`src/rtl/echo_seq_pkg.sv`:
```
// Shared definitions for the echo-cancellation chain sequencer: FSM state
// encoding, processing-mode constants, stage-select codes for the shared
// enable pulse generator and the double-precision word width.
package echo_seq_pkg;

  localparam int DOUBLE_W = 64;

  localparam logic MODE_ADAPT  = 1'b1;
  localparam logic MODE_CANCEL = 1'b0;

  typedef logic [2:0] state_t;

  localparam state_t IDLE   = 3'd0;
  localparam state_t CONV   = 3'd1;
  localparam state_t W_CONV = 3'd2;
  localparam state_t LAG    = 3'd3;
  localparam state_t W_LAG  = 3'd4;
  localparam state_t PROC   = 3'd5;
  localparam state_t W_PROC = 3'd6;
  localparam state_t OUT    = 3'd7;

  // Which of the four pulsed stage enables the shared generator drives.
  localparam logic [1:0] SEL_CONV   = 2'd0;
  localparam logic [1:0] SEL_LAG    = 2'd1;
  localparam logic [1:0] SEL_ADAPT  = 2'd2;
  localparam logic [1:0] SEL_CANCEL = 2'd3;

  // Processing stage chosen by the latched frame mode.
  function automatic logic [1:0] proc_sel(input logic mode);
    return (mode == MODE_ADAPT) ? SEL_ADAPT : SEL_CANCEL;
  endfunction

endpackage

```
`src/rtl/seq_pulse_gen.sv`:
```
// Shared enable pulse generator. A start strobe loads a down-counter and
// raises one registered, one-hot enable chosen by sel for PULSE cycles.
// last is high during the final cycle of the pulse so the controller can
// leave the pulse state on the same edge the enable drops.
module seq_pulse_gen
  import echo_seq_pkg::*;
#(
  parameter int PULSE = 2
) (
  input  logic       clk_operation,
  input  logic       rst,
  input  logic       start,
  input  logic [1:0] sel,
  output logic [3:0] en,
  output logic       last
);

  logic [3:0] cnt;

  assign last = (en != 4'b0000) && (cnt == 4'd0);

  // Load on start, count the pulse down, then drop the enable.
  always_ff @(posedge clk_operation or negedge rst) begin
    if (!rst) begin
      cnt <= 4'd0;
      en  <= 4'b0000;
    end else if (start) begin
      cnt <= 4'(PULSE - 1);
      en  <= 4'b0001 << sel;
    end else if (cnt != 4'd0) begin
      cnt <= cnt - 4'd1;
    end else begin
      en <= 4'b0000;
    end
  end

endmodule

```
`src/rtl/echo_pipeline_sequencer.sv`:
```
// Per-sample controller for the echo-cancellation chain
// (sig16b_to_double -> lag_generator -> para_approx / echo_cancelation ->
// double_to_sig16b). Optional build macro: SEQ_TIMEOUT_EN adds a watchdog to
// every wait state that abandons the frame after TIMEOUT cycles.
//
// Handshake: each stage gets a registered enable pulse of ENABLE_PULSE cycles;
// the stage answers by raising its ready flag. Only a 0->1 transition of
// ready that is sampled after the enable has dropped advances the sequence; a
// ready that is already high must fall and rise again. enable_mut5 is a single
// cycle strobe qualifying double_mut5 and carries no return handshake.
module echo_pipeline_sequencer
  import echo_seq_pkg::*;
#(
  parameter int CNT_W        = 13,
  parameter int ENABLE_PULSE = 2,
  parameter int TIMEOUT      = 2048
) (
  input  logic                clk_operation,
  input  logic                rst,
  input  logic [CNT_W-1:0]    sampling_cycle_counter,
  input  logic                enable_para_approx,
  input  logic                ready_mut1,
  input  logic                ready_mut2,
  input  logic                ready_mut3,
  input  logic                ready_mut4,
  input  logic [DOUBLE_W-1:0] e,
  input  logic [DOUBLE_W-1:0] signal_without_echo,
  input  logic                err_clr,
  output logic                enable_mut1,
  output logic                enable_mut2,
  output logic                enable_mut3,
  output logic                enable_mut4,
  output logic                enable_mut5,
  output logic [DOUBLE_W-1:0] double_mut5,
  output logic [31:0]         iteration,
  output logic                busy,
  output logic                timeout_err,
  output logic                overrun,
  output logic [2:0]          fsm_state
);

  state_t     state;
  state_t     state_next;
  logic       mode;
  logic [3:0] ready_now;
  logic [3:0] ready_q;
  logic [3:0] rise;
  logic       proc_rise;
  logic       trigger;
  logic       pg_start;
  logic [1:0] pg_sel;
  logic [3:0] pg_en;
  logic       pg_last;
  logic       out_fire;
  logic       enter_wait;
  logic       timeout_hit;
  logic       wd_expired;

  assign ready_now = {ready_mut4, ready_mut3, ready_mut2, ready_mut1};
  assign rise      = ready_now & ~ready_q;
  assign proc_rise = (mode == MODE_ADAPT) ? rise[2] : rise[3];
  assign trigger   = (sampling_cycle_counter == '0);
  assign busy      = (state != IDLE);
  assign fsm_state = state;

  assign enable_mut1 = pg_en[0];
  assign enable_mut2 = pg_en[1];
  assign enable_mut3 = pg_en[2];
  assign enable_mut4 = pg_en[3];

  seq_pulse_gen #(
    .PULSE (ENABLE_PULSE)
  ) u_pulse (
    .clk_operation (clk_operation),
    .rst           (rst),
    .start         (pg_start),
    .sel           (pg_sel),
    .en            (pg_en),
    .last          (pg_last)
  );

  // Next-state logic: pulse a stage, wait for its ready edge, move on.
  always_comb begin
    state_next  = state;
    pg_start    = 1'b0;
    pg_sel      = SEL_CONV;
    out_fire    = 1'b0;
    enter_wait  = 1'b0;
    timeout_hit = 1'b0;
    case (state)
      IDLE: begin
        if (trigger) begin
          state_next = CONV;
          pg_start   = 1'b1;
          pg_sel     = SEL_CONV;
        end
      end
      CONV: begin
        if (pg_last) begin
          state_next = W_CONV;
          enter_wait = 1'b1;
        end
      end
      W_CONV: begin
        if (rise[0]) begin
          state_next = LAG;
          pg_start   = 1'b1;
          pg_sel     = SEL_LAG;
        end else if (wd_expired) begin
          state_next  = IDLE;
          timeout_hit = 1'b1;
        end
      end
      LAG: begin
        if (pg_last) begin
          state_next = W_LAG;
          enter_wait = 1'b1;
        end
      end
      W_LAG: begin
        if (rise[1]) begin
          state_next = PROC;
          pg_start   = 1'b1;
          pg_sel     = proc_sel(mode);
        end else if (wd_expired) begin
          state_next  = IDLE;
          timeout_hit = 1'b1;
        end
      end
      PROC: begin
        if (pg_last) begin
          state_next = W_PROC;
          enter_wait = 1'b1;
        end
      end
      W_PROC: begin
        if (proc_rise) begin
          state_next = OUT;
          out_fire   = 1'b1;
        end else if (wd_expired) begin
          state_next  = IDLE;
          timeout_hit = 1'b1;
        end
      end
      OUT: begin
        state_next = IDLE;
      end
      default: begin
        state_next = IDLE;
      end
    endcase
  end

  // State, ready history for edge detection, and the per-frame mode latch.
  always_ff @(posedge clk_operation or negedge rst) begin
    if (!rst) begin
      state   <= IDLE;
      mode    <= MODE_CANCEL;
      ready_q <= 4'b0000;
    end else begin
      state   <= state_next;
      ready_q <= ready_now;
      if (state == IDLE && trigger) begin
        mode <= enable_para_approx;
      end
    end
  end

  // Result hand-off: strobe, held result word and completed-frame count.
  always_ff @(posedge clk_operation or negedge rst) begin
    if (!rst) begin
      enable_mut5 <= 1'b0;
      double_mut5 <= '0;
      iteration   <= 32'd0;
    end else begin
      enable_mut5 <= out_fire;
      if (out_fire) begin
        double_mut5 <= (mode == MODE_ADAPT) ? e : signal_without_echo;
        iteration   <= iteration + 32'd1;
      end
    end
  end

  // Sticky overrun: a frame start arrived while a frame was still running.
  always_ff @(posedge clk_operation or negedge rst) begin
    if (!rst) begin
      overrun <= 1'b0;
    end else if (trigger && busy) begin
      overrun <= 1'b1;
    end else if (err_clr) begin
      overrun <= 1'b0;
    end
  end

`ifdef SEQ_TIMEOUT_EN
  localparam int WD_W = $clog2(TIMEOUT + 1);

  logic [WD_W-1:0] wd;
  logic            wait_state;

  assign wait_state = (state == W_CONV) || (state == W_LAG) || (state == W_PROC);
  assign wd_expired = wait_state && (wd == WD_W'(TIMEOUT - 1));

  // Watchdog restarts on entry to every wait state.
  always_ff @(posedge clk_operation or negedge rst) begin
    if (!rst) begin
      wd <= '0;
    end else if (enter_wait) begin
      wd <= '0;
    end else if (wait_state) begin
      wd <= wd + 1'b1;
    end
  end

  // Sticky timeout flag; a new timeout wins over a simultaneous clear.
  always_ff @(posedge clk_operation or negedge rst) begin
    if (!rst) begin
      timeout_err <= 1'b0;
    end else if (timeout_hit) begin
      timeout_err <= 1'b1;
    end else if (err_clr) begin
      timeout_err <= 1'b0;
    end
  end
`else
  logic unused_wd;

  assign wd_expired  = 1'b0;
  assign timeout_err = 1'b0;
  assign unused_wd   = timeout_hit | enter_wait | (TIMEOUT != 0);
`endif

endmodule

```
`config.mk`:
```
export PLATFORM = sky130hd
export DESIGN_NAME = echo_pipeline_sequencer
export DESIGN_NICKNAME = d
export VERILOG_FILES = /design/src/rtl/echo_seq_pkg.sv /design/src/rtl/seq_pulse_gen.sv /design/src/rtl/echo_pipeline_sequencer.sv
export SDC_FILE = /design/constraint.sdc
export NUM_CORES = 1
export LEC_CHECK = 0
export BUFFER_PORTS_ARGS = -buffer_cell sky130_fd_sc_hd__buf_2
export CORE_MARGIN = 2
export CORE_UTILIZATION = 48
export CTS_BUF_LIST = sky130_fd_sc_hd__clkbuf_2
export CTS_CLUSTER_DIAMETER = 150
export CTS_CLUSTER_SIZE = 14
export DETAILED_ROUTE_END_ITERATION = 8
export PLACE_DENSITY = 0.92
export SLEW_MARGIN = 5
export SYNTH_ARGS = -nofsm -noshare
export SYNTH_HDL_FRONTEND = slang
export SYNTH_HIERARCHICAL = 1
export SYNTH_SLANG_ARGS = --single-unit
```
`constraint.sdc`:
```
create_clock -name clk_operation -period 2.4 [get_ports clk_operation]
set_input_delay 0.36 -clock clk_operation [delete_from_list [all_inputs] [get_ports clk_operation]]
set_output_delay 0.36 -clock clk_operation [all_outputs]
set_load 0.02 [all_outputs]
```
==> key figures <==
Power and ir drop
  • Maximum vdd drop: 0.423 mV
  • Power Density: between 700 and 800 nW/um^2
  • Leakage dissipation: 3.71 nW
  • Total power draw: 0.00534 W

Clock network
  • Clock edge transition at the registers on the reported setup and hold paths: 180 ps
  • TritonCTS clock tree: yes
  • Post_cts resized: 0
  • Cell at the root of the clock tree: sky130_fd_sc_hd__clkbuf_2
  • Clock latency at the later pin of the worst-skew pair: 590 ps
  • TritonCTS Buffers: 17
  • Setup repair bufs after CTS: 0
  • CTS max path bufs: 2
  • H-tree depth reported by CTS: 4
  • TritonCTS Sinks: 114

Timing
  • Share of the clock period used by the worst path: 89.7%
  • Final critical delay including setup and external delays: about 2200 ps
  • Sum of negative setup slack: 0 ps
  • Unrepaired setup endpoints after global routing: false
  • Total setup violations reported at the end of the flow: 0
  • Number of max-slew violations in the final report: 0
  • Achievable clock frequency: 0.465 GHz
  • Worst-margin pin slew: 808 ps
  • Slew headroom: between 40 and 50%
  • Hold violation total from the final report: 0
  • Final WS setup: around 250 ps
  • Clock skew: 29.5 ps

Synth
  • Mapped Nets: 662
  • Number of synthesized register bits: 114
  • Post-synthesis cell count: 510
  • Synth warnings: 6
  • Top flip-flop cell by instance count after synthesis: sky130_fd_sc_hd__dfrtp_1
  • Number of enable-type register cells in the synthesized netlist: 0
  • Number of distinct library cell variants in the gate-level netlist after synthesis: 44
  • Average instance area after synthesis: between 10 and 15 sq um
  • Sequential share of the synthesized area: 53.6%
  • Total standard cell area after synthesis: ~5300 sq um
  • Ys async rst share: 100%

Die
  • Core area: 10800 sq um
  • Placement row count: 38
  • Height of the die: approximately 110 microns
  • Area of the die: approximately 12000 sq um
  • Die extent in x: 109 microns
  • Effective utilization at floorplan: 49.1%
  • Number of top-level design ports: 256

Placed design
  • Worst slack after detailed placement: 233 ps
  • Number of port buffers: 254
  • Gpl congestion: roughly 0.86
  • Placed wire-length estimate: between 10 and 15 mm
  • Cell Area, Placed: 6740 sq um

Drt
  • Detail Route Antenna Nets: 0
  • Wire per inst: around 16 microns
  • Detailed router's first-iteration violation count: 380
  • Total via count after detailed routing: 5188
  • Drt first pass iters: 5
  • Final routed wirelength across all metal layers: about 16 mm
  • Detail-routed via count per cell: 5.30
  • Number of remaining DRC errors: 0

Hold path
  • Kind of path behind the tightest hold check: primary input to flip-flop

Finish
  • Net total in the final layout: 978
  • # fillers: 773
  • Proportion of layout cells with a drive suffix above 1: 35.8%
  • Design Area, Final: 7620 sq um
  • Area growth from synthesis to final layout: 43.1%

Flow run
  • # Max-Cap Violations: 0

Setup path
  • Crit path max fanout: 66
  • Category of the critical setup timing path: flip-flop to flip-flop
  • Crit path capture type: flip-flop
  • Required time of the critical path: approximately 2900 ps
  • Type of origin of the critical path: flip-flop
  • Arrival time at the worst endpoint: 2640 ps

GRT
  • First-pass GRT wire length: 22.4 mm
  • Number of global-route vias before repair: 4760
  • Grt ovf: 0
  • Overall fraction of global-route tracks in use: 24.2%
  • Number of antenna violations at the first check in global routing: 1
  • Pin count of the biggest net entering global routing: 67

Outcome
  • Result of the run: complete, no violations
repair_timing:
action	in CTS	in global routing
hold endpoints to repair	73	18
hold buffers	35	29
endpoints found under the setup margin	0	0
metrics by stage:
step / hold slack (ps) / cells / utilization (%)
after global routing: 0.408 / 978 / 70.3
after floorplan: 64.4 / 510 / -
after detailed placement: 429 / 883 / 62.2
after CTS: 0.308 / 948 / 67.6
final: 63.5 / 979 / 70.3
after global placement: 425 / 883 / 62.2
area by class of cell:
cell class / count / area (sq um) / share of cell area [%]
clock inverters: 12 / 143 / 1.87
repair buffers: 327 / 2010 / 26.3
clock buffers: 18 / 90.1 / 1.18
multi-input cells: 354 / 2300 / 30.2
inverters: 12 / 45.0 / 0.591
well taps: 140 / 175 / 2.30
flip-flops and latches: 114 / 2860 / 37.5
diodes: 2 / 5.00 / 0.0657
flip-flops by register name, indices dropped and copies added (netlist names):
register and count:
enable_mut5 1, fsm_state 3, u_pulse/en 4, ready_q 4
overrun 1, u_pulse/cnt 4, mode 1, iteration 32
double_mut5 64
worst paths after layout:
kind                               start              end  slack, ps  cells after the start
hold / removal                     e[46]  double_mut5[46]         60                      3
max in group asynchronous            rst  double_mut5[33]       1350                      3
hold reg to reg            iteration[31]    iteration[31]        480                      1
min in group asynchronous            rst    u_pulse/en[1]        320                      2
setup / recovery                    mode  double_mut5[10]        250                      4
setup reg to reg                    mode  double_mut5[10]        250                      4
synth_stat cells (4+ instances only):
master / instances / share of area, %
sky130_fd_sc_hd__dfrtp_1: 114 / 54
sky130_fd_sc_hd__nand2_1: 88 / 6.2
sky130_fd_sc_hd__o21ai_0: 68 / 6.4
sky130_fd_sc_hd__mux2i_1: 65 / 12
sky130_fd_sc_hd__clkbuf_1: 21 / 1.5
sky130_fd_sc_hd__xnor2_1: 21 / 3.5
sky130_fd_sc_hd__inv_1: 12 / 0.85
sky130_fd_sc_hd__nand3_1: 12 / 1.1
sky130_fd_sc_hd__nand4_1: 12 / 1.4
sky130_fd_sc_hd__nor4_1: 11 / 1.3
sky130_fd_sc_hd__xor2_1: 11 / 1.8
sky130_fd_sc_hd__nor2_1: 10 / 0.70
sky130_fd_sc_hd__nor3_1: 8 / 0.75
sky130_fd_sc_hd__nand4b_1: 5 / 0.82
sky130_fd_sc_hd__and3_1: 4 / 0.47
sky130_fd_sc_hd__o32ai_1: 4 / 0.66
where the power goes:
part	total (W)	internal, W	switching, W
combinational	0.00155	0.000630	0.000916
sequential	0.00249	0.00224	0.000253
clock	0.00130	0.000558	0.000741
critical path, stage by stage, from the launching register on:
cell,delay [ps]
sky130_fd_sc_hd__dfrtp_4,530
sky130_fd_sc_hd__or3b_4,440
sky130_fd_sc_hd__a211o_4,400
sky130_fd_sc_hd__buf_4,310
sky130_fd_sc_hd__o21ai_0,370
logic make-up after synthesis:
| group | Yosys count | share of synthesized area, % |
|---|---|---|
| buffers and inverters | 42 | 3.45 |
| DFF | 114 | 53.6 |
| xor gates and xnor gates | 32 | 5.26 |
| adders and majority gates | 3 | 0.705 |
| and+or+nand+nor | 166 | 15.3 |
| muxes | 68 | 12.9 |
| AOI/OAI and AO/OA | 84 | 8.76 |
| other | 1 | 0.0704 |
layout by cell type, fill, tap and decap left out, types with 4 or more instances in the layout:
| cell type | Yosys | layout |
|---|---|---|
| sky130_fd_sc_hd__o21ai_0 | 68 | 68 |
| sky130_fd_sc_hd__and3_1 | 4 | 4 |
| sky130_fd_sc_hd__nor2_1 | 10 | 10 |
| sky130_fd_sc_hd__o32ai_1 | 4 | 4 |
| sky130_fd_sc_hd__nand3_1 | 12 | 12 |
| sky130_fd_sc_hd__inv_1 | 12 | 12 |
| sky130_fd_sc_hd__clkinvlp_4 | 0 | 4 |
| sky130_fd_sc_hd__xor2_1 | 11 | 11 |
| sky130_fd_sc_hd__nand4_1 | 12 | 12 |
| sky130_fd_sc_hd__clkbuf_2 | 0 | 18 |
| sky130_fd_sc_hd__mux2i_1 | 65 | 65 |
| sky130_fd_sc_hd__nor4_1 | 11 | 11 |
| sky130_fd_sc_hd__nor3_1 | 8 | 8 |
| sky130_fd_sc_hd__buf_2 | 3 | 253 |
| sky130_fd_sc_hd__dfrtp_1 | 114 | 113 |
| sky130_fd_sc_hd__dlygate4sd3_1 | 0 | 64 |
| sky130_fd_sc_hd__nand4b_1 | 5 | 5 |
| sky130_fd_sc_hd__nand2_1 | 88 | 88 |
| sky130_fd_sc_hd__xnor2_1 | 21 | 21 |
| sky130_fd_sc_hd__buf_4 | 2 | 8 |
layer usage:
layer  vias to the layer above  wire (microns)  global-route usage [%]
met5                         -               0                       0
met4                         0             359                    7.69
met3                        37            1340                    8.00
met2                       283            8350                    42.8
met1                      2450            6010                    27.7
li1                       2418               -                       -
No activity file was read; power rests on OpenSTA's default activity.
